`config.mk`:
```
export PLATFORM = sky130hd
export DESIGN_NAME = serial_subtractor
export DESIGN_NICKNAME = d
export VERILOG_FILES = /design/src/rtl/serial_subtractor.sv
export SDC_FILE = /design/constraint.sdc
export NUM_CORES = 1
export LEC_CHECK = 0
export CAP_MARGIN = 40
export CELL_PAD_IN_SITES_DETAIL_PLACEMENT = 1
export CELL_PAD_IN_SITES_GLOBAL_PLACEMENT = 1
export CORE_MARGIN = 2
export CORE_UTILIZATION = 41
export DETAILED_ROUTE_END_ITERATION = 8
export GPL_ROUTABILITY_DRIVEN = 0
export PLACE_DENSITY = 0.82
export SETUP_SLACK_MARGIN = 0.4
export SLEW_MARGIN = 20
export SYNTH_ARGS = -nofsm -noshare
export SYNTH_HDL_FRONTEND = slang
export SYNTH_SLANG_ARGS = --single-unit
```
`constraint.sdc`:
```
create_clock -name clk -period 3.6 [get_ports clk]
set_input_delay 0.72 -clock clk [delete_from_list [all_inputs] [get_ports clk]]
set_output_delay 0.72 -clock clk [all_outputs]
set_load 0.01 [all_outputs]
```
`src/rtl/serial_subtractor.sv`:
```
`default_nettype none
// ---------------------------------------------------------------------------
// serial_subtractor : bit-serial a-b (LSB first) with borrow and overflow
// rev 1.0
// ---------------------------------------------------------------------------
module serial_subtractor #(
   parameter int WIDTH = 8
) (
   input  logic             clk,
   input  logic             reset,
   input  logic             start,
   input  logic [WIDTH-1:0] a,
   input  logic [WIDTH-1:0] b,
   output logic             busy,
   output logic             done,
   output logic [WIDTH-1:0] diff,
   output logic             borrow,
   output logic             overflow
);

   localparam int C_CNT_W = $clog2(WIDTH + 1);

   typedef enum logic [1:0] {
      S_IDLE = 2'd0,
      S_RUN  = 2'd1,
      S_DONE = 2'd2
   } state_t;

   state_t             r_state;
   state_t             w_next;
   logic [WIDTH-1:0]   r_a;
   logic [WIDTH-1:0]   r_b;
   logic [WIDTH-1:0]   r_sr;
   logic               r_bin;
   logic               r_amsb;
   logic               r_bmsb;
   logic [C_CNT_W-1:0] r_cnt;
   logic [WIDTH-1:0]   r_diff;
   logic               r_borrow;
   logic               r_ovf;

   logic w_accept;
   logic w_last;
   logic w_d;
   logic w_bout;

   assign w_accept = start && (r_state != S_RUN);
   assign w_last   = (r_cnt == C_CNT_W'(WIDTH - 1));
   assign w_d      = r_a[0] ^ r_b[0] ^ r_bin;
   assign w_bout   = (~r_a[0] & r_b[0]) | (~(r_a[0] ^ r_b[0]) & r_bin);

   always_comb begin
      w_next = r_state;
      case (r_state)
         S_IDLE:  if (start) w_next = S_RUN;
         S_RUN:   if (w_last) w_next = S_DONE;
         S_DONE:  w_next = start ? S_RUN : S_IDLE;
         default: w_next = S_IDLE;
      endcase
   end

   always_ff @(posedge clk) begin
      if (reset) begin
         r_state  <= S_IDLE;
         r_a      <= '0;
         r_b      <= '0;
         r_sr     <= '0;
         r_bin    <= 1'b0;
         r_amsb   <= 1'b0;
         r_bmsb   <= 1'b0;
         r_cnt    <= '0;
         r_diff   <= '0;
         r_borrow <= 1'b0;
         r_ovf    <= 1'b0;
      end else begin
         r_state <= w_next;
         if (w_accept) begin
            r_a    <= a;
            r_b    <= b;
            r_amsb <= a[WIDTH-1];
            r_bmsb <= b[WIDTH-1];
            r_bin  <= 1'b0;
            r_cnt  <= '0;
         end else if (r_state == S_RUN) begin
            r_a   <= r_a >> 1;
            r_b   <= r_b >> 1;
            r_sr  <= {w_d, r_sr[WIDTH-1:1]};
            r_bin <= w_bout;
            r_cnt <= r_cnt + C_CNT_W'(1);
            // Results are captured on the edge entering DONE so they are valid in the done cycle
            if (w_last) begin
               r_diff   <= {w_d, r_sr[WIDTH-1:1]};
               r_borrow <= w_bout;
               r_ovf    <= (r_amsb != r_bmsb) && (w_d != r_amsb);
            end
         end
      end
   end

   assign busy     = (r_state == S_RUN);
   assign done     = (r_state == S_DONE);
   assign diff     = r_diff;
   assign borrow   = r_borrow;
   assign overflow = r_ovf;

endmodule
`default_nettype wire

```
==> summary.txt, run 1 <==
Outcome
  – Status: finished clean

Global routing
  – GRT Residual Overflow: 0
  – Global-route wire length before repair: 7.314 mm
  – Tot GR Track Use: approximately a fifth
  – Initial antenna violation count: 0
  – Number of global-route vias before repair: 1551
  – Largest net degree at the start of global routing: 54

Timing
  – Final worst slack: between 1 and 1.5 ns
  – Period utilization: 69.66%
  – Fmax achieved: 398.8 MHz
  – Post-route minimum period: 2.508 ns
  – Final setup vio count: 0
  – RSZ-0062 raised after global routing: false
  – Final Skew: about 0.0018 ns
  – Fin. max-slew vios: 0
  – Worst Tran Pin Value: 0.5111 ns
  – Relative slew margins: 65.92%
  – Hold Vio Cnt, Final: 0
  – TNS Setup: 0 ns

Detailed routing
  – Remaining antenna violation count: 0
  – TritonRoute pass-1 iters: 4
  – Vias per cell: 5.509
  – Post-Route WL: 4.246 mm
  – Wire per inst: around 16 µm
  – DRC Markers: 0
  – Initial drt markers: 75
  – Total vias in the final route: 1471

Synthesis
  – Number of synthesized register bits: 42
  – Syn_nets: around 220
  – Yosys warning total: 0
  – Mean area per synthesized cell: 8.978 µm²
  – Mapped Area: 1742 µm²
  – Leading area contributor after synthesis: dfxtp_1
  – Library cells used by synthesis: 26
  – Post-synth top area share: 48.28%
  – Main area contributors after synthesis: dfxtp_1 48%, mux2i_1 9.2%, a21oi_1 6.9%
  – Syn Inst Count: slightly below 200
  – Sequential fraction of the synthesis area: about half

Finish
  – Commonest cells after routing, fill and taps aside: 42 x dfxtp_1, 30 x clkdlybuf4s50_1, 24 x a21oi_1
  – Synthesis-to-layout area growth: 21.55%
  – Antenna cells: 0
  – Util after Layout: 52.17%
  – Final std cells w/o fill: 267
  – Final net count: about 240
  – Share of post-route cells with drive strength above 1: 5.530%
  – Filler cells: 476
  – Commonest non-fill, non-tap cell in the layout: dfxtp_1

Critical path
  – Startpoint types: register
  – Critical Path Slowest Stage Cell: clkdlybuf4s50_1
  – Critical Path Max Stage Delay: 0.63 ns
  – Critical path endpoint category: output port
  – WP data arrival: 1.79 ns
  – Crit path cell chain: nand2b_2, inv_2, clkdlybuf4s50_1
  – WP data required: 2.88 ns
  – CP max FO: 28
  – Critical path class: register to output port

Worst hold path
  – Hold Crit Class: register to register

Clock tree
  – Clk buf depth: 2
  – Clock Latency Late Sink: 0.29 ns
  – Clk slew on worst S/H paths: 0.08 ns
  – CTS Hold Buffers Added: 0
  – CTS tree: built
  – Post_cts resized: 0
  – TritonCTS Sinks: 42
  – Root Buffer Master: clkbuf_8
  – CTS H-tree depth: 2
  – Setup bufs post-CTS: 0
  – Num CTS Buffers: 5

Pwr
  – Leakage: around 0.78 nW
  – Power Density: 425.4 nW/µm²
  – Final Total Pwr: 900.5 µW
  – Maximum VDD drop: 0.3160 mV

Place
  – DP Cell Count: 260
  – Buffers added on ports: 30
  – Dpl ws: 1.275 ns
  – Post-DP HPWL: 2.901 mm

Die
  – Core footprint: 4058 µm²
  – Site row count: 23
  – Die X: 69.18 µm
  – Die span in y: roughly 69 µm
  – I/O pin total: 31
  – DIE AREA: 4785 µm²
  – Starting Density: a little over two fifths

Job
  – Maxcap violations: 0
-- metal layers --
metal  global-route usage [%]  wire (µm)  vias to the layer above
li1                         -          -                      723
met1                    22.39       1865                      721
met2                    33.01       2189                       22
met3                    3.052        113                        5
met4                    8.497         78                        0
met5                        0          0                        -
-- stage by stage --
step	hold WS, ns	cell area [µm²]
finish	0.4750	2117
global route	0.5013	2117
CTS	0.4785	2117
detailed placement	0.4676	2041
global placement	0.4455	2041
floorplan	0.4366	1742
-- registers in the layout, indices dropped and copies added (netlist names) --
| name | flops |
|---|---|
| r_sr | 7 |
| borrow | 1 |
| r_cnt | 4 |
| r_a | 8 |
| r_bin | 1 |
| r_b | 8 |
| r_bmsb | 1 |
| r_state | 2 |
| r_amsb | 1 |
| diff | 8 |
| overflow | 1 |
-- worst max-delay path: cells and delay by family (launching register included) --
| kind | cells | cell delay [ns] |
|---|---|---|
| DFF | 1 | 0.31 |
| and+or+nand+nor | 1 | 0.18 |
| buffers and inverters | 2 | 0.99 |
-- final cells by class --
cell class                      instances  area [µm²]  share of cell area, %
Sequential cell                        42       840.8                  39.72
Multi-Input combinational cell        131       799.5                  37.77
Timing Repair Buffer                   33       322.8                  15.25
Clock buffer                            7       76.32                  3.605
Tap cell                               50       62.56                  2.955
Inverter                                4       15.01                 0.7092
-- synth_stat cells (all sizes together) --
master and count:
inv 4, ha 1, nor3 3, clkbuf 8, mux2 1, mux2i 16, nand3 16, or3 1
nand2 15, fa 1, nor2b 1, nand2b 3, a211oi 17, a21oi 24, and3b 2, dfxtp 42
o21ai 10, a31oi 1, nand3b 1, a2bb2oi 1, nor2 17, buf 9
-- cell families after synthesis --
group           share of synthesized area [%]
simple gates                            15.59
compound gates                          18.25
flops                                   48.28
buf+inv                                 5.962
mux                                     10.06
fa+ha+maj                               1.868
-- worst paths after layout --
path | from | endpoint | slack, ns | cells after the start
worst max-delay path | r_state[1]$_SDFFE_PP0P_ | busy | 1.09 | 3
worst min register to register | r_bin$_SDFFE_PP0P_ | r_bin$_SDFFE_PP0P_ | 0.47 | 2
worst max register to register | r_cnt[0]$_SDFFE_PP0P_ | overflow$_SDFFE_PP0P_ | 2.03 | 4
worst min-delay path | r_bin$_SDFFE_PP0P_ | r_bin$_SDFFE_PP0P_ | 0.47 | 2
-- power by group --
part | internal, mW | switching, mW
combinational | 0.0513 | 0.0616
sequential | 0.486 | 0.0143
clock | 0.134 | 0.154
total | 0.671 | 0.230
No activity file was read; power rests on OpenSTA's default activity.
==> inputs of run 2 (changes only) <==
- CORE_UTILIZATION: 41 -> 39
- PLACE_DENSITY: 0.82 -> 0.78
- clock period: 3.6 -> 2.4 ns (I/O delays scaled with it)
==> run 2 against run 1 <==
  * Worst setup slack got worse by 0.54 ns
  * First-iteration DRC count increased by 41%
  * Sequential power increased by 50%
==> summary.txt, run 2 (synthesis results as in run 1) <==
Timing
  – Period utilization: 77.02%
  – Worst Tran Pin Value: 0.5275 ns (+0.01635 ns)
  – Hold Vio Cnt, Final: 0 (unchanged)
  – Post-route minimum period: 1.849 ns
  – Fin. max-slew vios: 0 (unchanged)
  – TNS Setup: 0 ns (unchanged)
  – Fmax achieved: 541.0 MHz
  – RSZ-0062 raised after global routing: false
  – Relative slew margins: 64.83% (-1.1 points)
  – Final setup vio count: 0 (unchanged)
  – Final Skew: 0.001962 ns (+0.0001981 ns)

Finish
  – Post-route design area: 2141 µm² (+1.1%)
  – Antenna cells: 0 (unchanged)
  – Filler cells: 527 (+11%)
  – Share of post-route cells with drive strength above 1: 6.881% (+1.4 points)
  – Commonest cells after routing, fill and taps aside: 42 x dfxtp_1, 30 x clkdlybuf4s50_1, 24 x a21oi_1
  – Commonest non-fill, non-tap cell in the layout: dfxtp_1
  – Synthesis-to-layout area growth: 22.92%
  – Final net count: 240 (+0.84%)

Clock tree
  – Clk slew on worst S/H paths: 0.07 ns (about the same)
  – TritonCTS Sinks: 42 (unchanged)
  – Setup bufs post-CTS: 0 (unchanged)
  – CTS tree: built
  – CTS H-tree depth: 2 (unchanged)
  – Clock Latency Late Sink: 0.29 ns (about the same)
  – CTS Hold Buffers Added: 0 (unchanged)
  – Num CTS Buffers: 5 (unchanged)
  – Post_cts resized: 0 (unchanged)
  – Clk buf depth: 2 (unchanged)
  – Root Buffer Master: clkbuf_8

Pwr
  – Combinational power share: 12.7% (+0.2 points)
  – Cell-internal power: 1.031 mW (+54%)
  – Leakage: 0.7910 nW (+1.9%)
  – Power Density: 640.1 nW/µm² (+50%)
  – Sequential Power Share: 54.7% (-0.9 points)
  – Clock power frac: 32.5% (+0.6 points)
  – Final Total Pwr: 1.370 mW (+52%)
  – Sw frac: 24.77% (-0.72 points)
  – Maximum VDD drop: 0.3375 mV (+6.8%)
  – Net switching power: 339.5 µW (+48%)

Critical path
  – WP data required: 1.92 ns (-0.96 ns)
  – CP max FO: 2 (-93%)
  – Startpoint types: register
  – Critical path endpoint category: output port
  – Critical path class: register to output port
  – Crit path cell chain: nand2b_2, inv_2, clkdlybuf4s50_1
  – Crit-path leading delay family: buffers and inverters
  – Worst path buffer plus inverter count: 2 (unchanged)
  – WP data arrival: 1.37 ns (-0.42 ns)
  – Critical Path Max Stage Delay: 0.53 ns (-0.10 ns)
  – Critical Path Slowest Stage Cell: clkdlybuf4s50_1

Global routing
  – Number of global-route vias before repair: 1508 (-2.8%)
  – GRT Residual Overflow: 0 (unchanged)
  – Largest net degree at the start of global routing: 54 (unchanged)
  – Global-route wire length before repair: 7.279 mm (-0.48%)
  – Tot GR Track Use: 18.15% (-0.64 points)
  – Initial antenna violation count: 0 (unchanged)

Detailed routing
  – Vias per cell: 5.463 (-0.84%)
  – Wire per inst: 15.41 µm (-3.1%)
  – TritonRoute pass-1 iters: 5 (+1)
  – Remaining antenna violation count: 0 (unchanged)
  – Initial drt markers: 106 (+41%)
  – DRC Markers: 0 (unchanged)
  – Total vias in the final route: 1475 (+0.27%)
  – Post-Route WL: 4.160 mm (-2.0%)

Die
  – Die X: 70.83 µm (+2.4%)
  – Starting Density: 40.28% (-2.6 points)
  – Core footprint: 4324 µm² (+6.6%)
  – I/O pin total: 31 (unchanged)
  – Site row count: 24 (+4.3%)
  – DIE AREA: 5016 µm² (+4.8%)
  – Die span in y: 70.83 µm (+2.4%)

Place
  – Post-DP HPWL: 2.841 mm (-2.1%)
  – Buffers added on ports: 30 (unchanged)
  – Area after DPL: 2058 µm² (+0.86%)

Outcome
  – Status: finished clean

Worst hold path
  – Hold Crit Class: register to register

Job
  – Maxcap violations: 0 (unchanged)
run 2: changes by cell type in the layout (fill, tap and decap cells not counted), sizes merged:
cell / change
clkbuf: -1
buf: +2
run 2: per-layer routing:
metal	up-vias	part of all wire (%)	global-route usage (%)
li1	724	-	-
met1	723	45	22.95
met2	22	51	30.11
met3	6	2.6	4.416
met4	0	1.5	6.709
met5	-	0	0
run 2: final timing paths:
kind | endpoint | from | cells past startpoint | slack, ns
worst max register to register | overflow$_SDFFE_PP0P_ | r_b[0]$_SDFFE_PP0P_ | 5 | 0.79
worst min-delay path | r_sr[3]$_SDFFE_PP0P_ | r_sr[4]$_SDFFE_PP0P_ | 2 | 0.47
worst max-delay path | busy | r_state[1]$_SDFFE_PP0P_ | 3 | 0.55
worst min register to register | r_sr[3]$_SDFFE_PP0P_ | r_sr[4]$_SDFFE_PP0P_ | 2 | 0.47
run 2: power groups by stage:
stage	clock network [mW]	registers [mW]	logic, mW
6_report	0.446	0.750	0.175
5_1_grt	0.490	0.754	0.194
4_1_cts	0.460	0.750	0.176
3_5_place_dp	0	0.766	0.175
3_3_place_gp	0	0.764	0.165
2_1_floorplan	0	0.759	0.118
run 2: tightest hold or removal path, stage by stage (launching register included):
cell     delay (ns)
dfxtp_1        0.32
nand2_1        0.06
a21oi_1        0.05
run 2: final cells by class:
| class | instances | area [µm²] | share of cell area, % |
|---|---|---|---|
| Timing Repair Buffer | 35 | 337.8 | 15.78 |
| Multi-Input combinational cell | 131 | 799.5 | 37.35 |
| Tap cell | 52 | 65.06 | 3.039 |
| Clock buffer | 6 | 82.58 | 3.857 |
| Sequential cell | 42 | 840.8 | 39.28 |
| Inverter | 4 | 15.01 | 0.7013 |
run 2: metrics by stage:
step	utilization, %	instances	setup slack (ns)	hold WS [ns]
detailed placement	47.60	264	0.4509	0.4625
floorplan	-	194	1.035	0.4366
global placement	47.60	264	0.6065	0.4437
global route	49.51	270	0.4951	0.4906
CTS	49.51	270	0.5362	0.4741
finish	49.51	270	0.5514	0.4723
==> inputs of run 3 (changes only) <==
- clock period: 2.4 -> 1.84 ns (I/O delays scaled with it)
==> run 3 against run 2 <==
  * Utilization is 2.5 points higher
  * Sequential power is 31% higher
  * First-iteration DRC count is 11% lower
  * Clock power is 34% higher
  * Wire length is 12% higher
  * Worst setup slack worse by 0.15 ns
  * Power is 34% higher
==> summary.txt, run 3 (synthesis results as in run 1) <==
Pwr
  – Clock power frac: 32.6% (about the same)
  – Leakage: 0.9010 nW (+14%)
  – Power Density: 814.4 nW/µm² (+27%)
  – Sw frac: 26.73% (+2.0 points)
  – Net switching power: 489.8 µW (+44%)
  – Maximum VDD drop: 0.3812 mV (+13%)
  – Sequential Power Share: 53.6% (-1.1 points)
  – Cell-internal power: 1.342 mW (+30%)
  – Combinational power share: 13.9% (+1.2 points)

Clock tree
  – TritonCTS Sinks: 42 (unchanged)
  – Num CTS Buffers: 5 (unchanged)
  – Root Buffer Master: clkbuf_8
  – CTS Hold Buffers Added: 0 (unchanged)
  – CTS H-tree depth: 2 (unchanged)
  – Clk slew on worst S/H paths: 0.09 ns (+0.02 ns)
  – CTS tree: built
  – Clock Latency Late Sink: 0.30 ns (about the same)
  – Clk buf depth: 2 (unchanged)

Critical path
  – Critical path endpoint category: register
  – Critical path class: register to register
  – Startpoint types: register
  – CP max FO: 3 (+1)
  – WP data required: 2.06 ns (+0.14 ns)
  – R2R Path Start: r_b[0]$_SDFFE_PP0P_
  – Worst Setup SP: r_b[0]$_SDFFE_PP0P_
  – WP data arrival: 1.65 ns (+0.28 ns)

Detailed routing
  – Remaining antenna violation count: 0 (unchanged)
  – Vias per cell: 5.436 (-0.50%)
  – TritonRoute pass-1 iters: 4 (-1)
  – Total vias in the final route: 1522 (+3.2%)
  – Wire per inst: 16.69 µm (+8.3%)
  – Initial drt markers: 94 (-11%)
  – DRC Markers: 0 (unchanged)
  – Post-Route WL: 4.672 mm (+12%)

Timing
  – TNS Setup: 0 ns (unchanged)
  – Fin. max-slew vios: 0 (unchanged)
  – RSZ-0062 raised after global routing: true
  – Post-route minimum period: around 1.4 ns
  – Final setup vio count: 0 (unchanged)
  – Period utilization: between 70% and 80%
  – Hold Vio Cnt, Final: 0 (unchanged)
  – Final Skew: 0.01248 ns (+0.01052 ns)
  – Final worst slack: 0.4053 ns (-0.1461 ns)
  – Fmax achieved: roughly 700 MHz
  – Worst Tran Pin Value: 0.3472 ns (-0.1803 ns)
  – Relative slew margins: 76.85% (+12 points)

Finish
  – Area of the multi-input gates: 828.3 µm² (+3.6%)
  – Commonest non-fill, non-tap cell in the layout: dfxtp_1
  – Antenna cells: 0 (unchanged)
  – Share of post-route cells with drive strength above 1: 14.47% (+7.6 points)
  – Commonest cells after routing, fill and taps aside: 39 x dfxtp_1, 23 x a21oi_1, 17 x nor2_1, 17 x clkdlybuf4s50_1
  – Synthesis-to-layout area growth: 29.17%
  – Storage element area: 847.1 µm² (+0.74%)
  – Filler cells: 504 (-4.4%)
  – Final net count: 248 (+3.3%)

Die
  – Core footprint: 4324 µm² (unchanged)
  – DIE AREA: 5016 µm² (unchanged)
  – I/O pin total: 31 (unchanged)
  – Die X: 70.83 µm (unchanged)
  – Site row count: 24 (unchanged)
  – Die span in y: 70.83 µm (unchanged)
  – Starting Density: 40.28% (unchanged)

Global routing
  – Tot GR Track Use: 18.40% (+0.25 points)
  – Initial antenna violation count: 0 (unchanged)
  – Largest net degree at the start of global routing: 54 (unchanged)
  – GRT Residual Overflow: 0 (unchanged)
  – Number of global-route vias before repair: 1545 (+2.5%)
  – Global-route wire length before repair: 7.355 mm (+1.0%)

Worst hold path
  – Min-delay src: r_sr[1]$_SDFFE_PP0P_
  – Hold Crit Class: register to register

Place
  – Post-DP HPWL: 2.849 mm (+0.27%)
  – Dpl ws: 0.1306 ns (-0.3203 ns)
  – Buffers added on ports: 30 (unchanged)

Outcome
  – Status: finished clean

Job
  – Maxcap violations: 0 (unchanged)
[run 3: changes by cell type in the layout (fill, tap and decap cells not counted), moves of 2 or more]
| cell | before | now |
|---|---|---|
| clkdlybuf4s50_1 | 30 | 17 |
| dlygate4sd2_1 | 0 | 12 |
| buf_4 | 5 | 9 |
| buf_12 | 0 | 3 |
| dfxtp_1 | 42 | 39 |
| dfxtp_2 | 0 | 2 |
| inv_1 | 3 | 1 |
| inv_2 | 1 | 3 |
[run 3: metrics by stage]
stage	total power [mW]	hold WS [ns]	util (%)	cell area [µm²]	instances
3_3_place_gp	1.219	0.4443	48.18	2083	264
6_report	1.832	0.4683	52.03	2250	280
5_1_grt	1.906	0.5012	52.03	2250	280
2_1_floorplan	1.143	0.4366	-	1742	194
4_1_cts	1.828	0.4696	51.16	2212	278
3_5_place_dp	1.237	0.4580	48.18	2083	264
[run 3: worst max-delay path: stages (launching register included)]
cell and delay [ns]:
dfxtp_4 0.37, inv_2 0.04, fa_2 0.55, and3b_1 0.16, a21oi_1 0.04, a211oi_1 0.20
[run 3: what timing repair did]
action | 4_1_cts | 5_1_grt
gates cloned | 0 | 1
endpoints found under the setup margin | 24 | 10
setup buffers | 6 | 1
pin swaps | 4 | 0
resized for setup | 21 | 9
[run 3: layout make-up]
type	count	share of cell area, %
well taps	52	2.892
clock inverters	2	0.6118
repair buffers	42	18.13
flip-flops and latches	42	37.65
clock buffers	6	3.226
multi-input cells	132	36.82
inverters	4	0.6674
[run 3: final timing paths]
path | endpoint | slack (ns) | depth (start not counted)
worst min register to register | r_sr[1]$_SDFFE_PP0P_ | 0.47 | 2
worst max-delay path | overflow$_SDFFE_PP0P_ | 0.41 | 5
worst min-delay path | r_sr[1]$_SDFFE_PP0P_ | 0.47 | 2
worst max register to register | overflow$_SDFFE_PP0P_ | 0.41 | 5
[run 3: routing by layer]
metal / GRT usage (%) / part of all wire (%) / vias up
li1: - / - / 747
met1: 23.13 / 44 / 739
met2: 31.46 / 51 / 27
met3: 3.561 / 3.2 / 9
met4: 6.499 / 1.8 / 0
met5: 0 / 0 / -
[run 3: power by group through the flow]
stage | logic [mW] | registers [mW] | clock network [mW]
floorplan | 0.154 | 0.989 | 0
global placement | 0.222 | 0.996 | 0
detailed placement | 0.237 | 1.00 | 0
CTS | 0.252 | 0.980 | 0.597
global route | 0.277 | 0.986 | 0.643
finish | 0.254 | 0.981 | 0.597
